File: config.mk
export PLATFORM = sky130hd
export DESIGN_NAME = dft_mux_switch_ctrl
export DESIGN_NICKNAME = d
export VERILOG_FILES = /design/src/rtl/dft_mux_switch_ctrl.sv
export SDC_FILE = /design/constraint.sdc
export NUM_CORES = 1
export LEC_CHECK = 0
export ABC_AREA = 1
export ABC_CLOCK_PERIOD_IN_PS = 2590
export BUFFER_PORTS_ARGS = -buffer_cell sky130_fd_sc_hd__buf_2
export CORE_AREA = 2 2 39 41
export CTS_CLUSTER_SIZE = 24
export DETAILED_ROUTE_END_ITERATION = 12
export DIE_AREA = 0 0 41 43
export PLACE_DENSITY = 0.51
export SETUP_SLACK_MARGIN = 0.4
export SLEW_MARGIN = 20
export SYNTH_ARGS = -nofsm -noshare
export SYNTH_HDL_FRONTEND = slang
export SYNTH_SLANG_ARGS = --single-unit
export TNS_END_PERCENT = 20
File: constraint.sdc
create_clock -name CLK -period 2.59 [get_ports CLK]
set_clock_uncertainty 0.05 [all_clocks]
set_input_delay 0.518 -clock CLK [delete_from_list [all_inputs] [get_ports CLK]]
set_output_delay 0.518 -clock CLK [all_outputs]
set_load 0.005 [all_outputs]
File: src/rtl/dft_mux_switch_ctrl.sv
// dft_mux_switch_ctrl: sequences functional/test mux select changes behind a gated path enable
module dft_mux_switch_ctrl #(
  parameter int QUIET_CYCLES  = 4,
  parameter int SETTLE_CYCLES = 8,
  parameter int CNT_WIDTH     = 4
) (
  input  logic CLK,
  input  logic RST,
  input  logic req_test,
  input  logic lock,
  output logic mux_sel,
  output logic path_en,
  output logic busy,
  output logic switch_done
);
  typedef enum logic [1:0] {STABLE, QUIESCE, FLIP, SETTLE} state_t;
  localparam logic [CNT_WIDTH-1:0] QUIET_LAST  = CNT_WIDTH'(QUIET_CYCLES - 1);
  localparam logic [CNT_WIDTH-1:0] SETTLE_LAST = CNT_WIDTH'(SETTLE_CYCLES - 1);
  state_t state, state_nxt;
  logic [CNT_WIDTH-1:0] cnt, cnt_nxt;
  logic differ, sel_nxt, en_nxt, busy_nxt, done_nxt;
  assign differ = req_test != mux_sel;
  always_ff @(posedge CLK) begin
    if (!RST) begin
      state       <= STABLE;
      cnt         <= '0;
      mux_sel     <= 1'b0;
      path_en     <= 1'b1;
      busy        <= 1'b0;
      switch_done <= 1'b0;
    end else begin
      state       <= state_nxt;
      cnt         <= cnt_nxt;
      mux_sel     <= sel_nxt;
      path_en     <= en_nxt;
      busy        <= busy_nxt;
      switch_done <= done_nxt;
    end
  end
  // Abort only while quiescing; once the select has flipped the sequence runs to completion
  always_comb begin
    state_nxt = state == STABLE  ? ((!lock && differ) ? QUIESCE : STABLE) :
                state == QUIESCE ? (!differ ? STABLE : (cnt == QUIET_LAST) ? FLIP : QUIESCE) :
                state == FLIP    ? SETTLE :
                (cnt == SETTLE_LAST) ? STABLE : SETTLE;
    cnt_nxt   = (state_nxt == state && state != STABLE) ? cnt + 1'b1 : '0;
  end
  always_comb begin
    sel_nxt  = (state == FLIP) ? ~mux_sel : mux_sel;
    en_nxt   = state_nxt == STABLE;
    busy_nxt = state_nxt != STABLE;
    done_nxt = state == SETTLE && state_nxt == STABLE;
  end
endmodule

==> impl_metrics.tcl <==
set metrics [dict create \
    status "finished clean" \
    gr-total-overflow 0 \
    peakVddDrop_mv 0.2532 \
    routabilityCongestion 0.7268 \
    antenna_left 0 \
    p_comb_share_pct 18.0 \
    tritoncts "done" \
    power.static_leakage_nw 0.2371 \
    clk_pin_slew_worst_paths_ns 0.06 \
    io_pins 8 \
    drt-total-wl_um 691 \
    critPathMaxStageDelay_ns 0.36 \
    die_height_um 43 \
    ys_ff_latch 10 \
    netlist_instances 53 \
    fmax_ghz 0.7653 \
    grt_pass1_wl_um 1242 \
    cp_data_required_time_ns 2.02 \
    synth_nets 58 \
    rsz0062_at_grt "false" \
    ys_warn_count 0 \
    cts_resized 0 \
    area_growth_pct 17.92 \
    dp_hpwl_um 548.1 \
    grt_pass1_vias 316 \
    crit_arrival_ns 0.74 \
    crit_type "reg -> out" \
    crit_chain "buf_2" \
    track_usage_pct 10.95 \
    port_buffers 7 \
    tightest_slew_ns 0.2250 \
    internal-power_mw 0.2495 \
    synth_area_um2 432.9 \
    clkSinkCount 10 \
    holdWs_ns 0.4100 \
    clockRootBuffer "clkbuf_4" \
    finalMaxSlewViolations 0 \
    seq_power_share_pct 52.8 \
    setup_violations 0 \
    grt_start_max_net_pins 6 \
    crit_family "flip-flops" \
    firstDrtPassIters 4 \
    setup_total_negative_slack_ns 0 \
    post_drt_via_cell_ratio 4.316 \
    fin_crit_sh_pct 50.45 \
    synth_cell_type_count 19 \
    multi_input_area_um2 195.2 \
    p_clk_share_pct 29.3 \
    fin_nets 70 \
    ff_latch_area_um2 200.2 \
    hold_buffers 0 \
    drv_cap 0 \
    core_mm2 0.001384 \
    fin_cells 79 \
    drtIter0Drc 6 \
    route.detailed.drc 0 \
    wire_per_inst_um 8.747 \
    cp_max_fo 3 \
    cts_setup_buffers 0 \
    die-area_mm2 0.001763 \
    antenna_cells 0 \
    ys_seq_area_share_pct 46.24 \
    min_period_ns 1.307 \
    final_layout_size_suffix_gt1_share_pct 30.16 \
    h-tree-depth 1 \
    hold_path.class "reg -> reg" \
    switching_share_pct 27.89 \
    powerDensity_mw_per_mm2 677.7 \
    vias 341 \
    nFillCells 157 \
    clock_path_buffers 2 \
    relSlewSlack_pct 84.98 \
    p_sw_mw 0.09649 \
    power_mw 0.3459 \
    cpMaxStageDelayCell "dfxtp_1" \
    clock_latency_ns 0.26 \
    start_util_pct 31.28 \
    start_kind "flop" \
    die_w_um 41 \
    critPathCaptureType "output port" \
    crit_buf_inv 1 \
    dp_cells 76 \
    finalHoldViolations 0 \
    avgSynthCellArea_um2 8.168 \
    cts_made_buffers 3 \
    antenna_found_initial 0 \
    num_rows 14 \
]
[area by class of cell]
type / instances / share of cell area, %
multi-input cells: 33 / 38.24
clock buffers: 3 / 4.412
repair buffers: 7 / 6.863
inverters: 10 / 7.353
well taps: 16 / 3.922
flip-flops and latches: 10 / 39.22
[per-stage QoR]
| step | worst slack [ns] | instance area [um2] | util (%) |
|---|---|---|---|
| floorplan | 1.416 | 432.9 | - |
| global placement | 1.229 | 488.0 | 35.26 |
| detailed placement | 1.220 | 488.0 | 35.26 |
| CTS | 1.273 | 510.5 | 36.89 |
| global route | 1.175 | 510.5 | 36.89 |
| finish | 1.283 | 510.5 | 36.89 |
[layout by cell type, fill, tap and decap left out, types with 2 or more instances in the layout]
cell type / count
inv_2: 3
nor2_1: 3
clkbuf_4: 3
dfxtp_1: 10
buf_2: 7
nor3_1: 4
inv_1: 7
nand2_1: 11
nand4_2: 2
nand3_1: 2
[synthesized netlist by cell type]
master | n | share of area (%)
a21oi_1 | 1 | 1.2
dfxtp_1 | 10 | 46
ha_1 | 1 | 2.9
inv_1 | 7 | 6.1
inv_2 | 3 | 2.6
nand2_1 | 11 | 9.5
nand2_2 | 1 | 1.4
nand3_1 | 2 | 2.3
nand3_2 | 1 | 2.3
nand3b_1 | 1 | 1.7
nand4_1 | 1 | 1.4
nand4_2 | 2 | 5.8
nor2_1 | 3 | 2.6
nor2_2 | 1 | 1.4
nor2_4 | 1 | 2.6
nor3_1 | 4 | 4.6
o21ai_0 | 1 | 1.2
xnor2_1 | 1 | 2.0
xor2_1 | 1 | 2.0
[kinds of logic after synthesis]
family                   count (synthesis)  share of synthesized area, %
XOR/XNOR                                 2                         4.047
AND/OR/NAND/NOR                         28                         35.84
adder cells (fa/ha/maj)                  1                         2.890
flip-flops                              10                         46.24
buffers and inverters                   10                         8.671
AO/OA/AOI/OAI                            2                         2.310
[flip-flops by register name, summed over array words and instances (netlist names)]
register / count
busy: 1
cnt: 4
mux_sel: 1
path_en: 1
state: 2
switch_done: 1
[routing by layer]
metal	up-vias	global-route usage (%)	wire length (um)	part of all wire, %
li1	188	-	-	-
met1	144	13.23	325	47
met2	9	14.69	315	46
met3	0	7.853	50	7.2
met4	0	4.000	0	0
met5	-	0	0	0
[worst paths after layout]
path                            cells after the start  slack [ns]                 to                  from
worst max-delay path                                1        1.28            mux_sel  mux_sel$_SDFFE_PN0P_
worst max register to register                      6        1.32    busy$_SDFF_PN0_     cnt[0]$_SDFF_PN0_
worst min-delay path                                1        0.41  cnt[0]$_SDFF_PN0_     cnt[0]$_SDFF_PN0_
worst min register to register                      1        0.41  cnt[0]$_SDFF_PN0_     cnt[0]$_SDFF_PN0_
[power by group through the flow]
stage          Combinational, mW  Sequential (mW)  Clock, mW
6_report                  0.0622            0.183      0.101
5_1_grt                   0.0732            0.185      0.120
4_1_cts                   0.0635            0.183      0.110
3_5_place_dp              0.0631            0.186          0
3_3_place_gp              0.0628            0.186          0
2_1_floorplan             0.0420            0.186          0
[worst register-to-register path, stage by stage, from the launching register on]
cell and delay (ns):
dfxtp_1 0.35, ha_1 0.23, nand2_1 0.08, nor2_2 0.12, nand3_2 0.10, nand4_1 0.15, nand2_2 0.08
No activity file was read; power rests on OpenSTA's default activity.
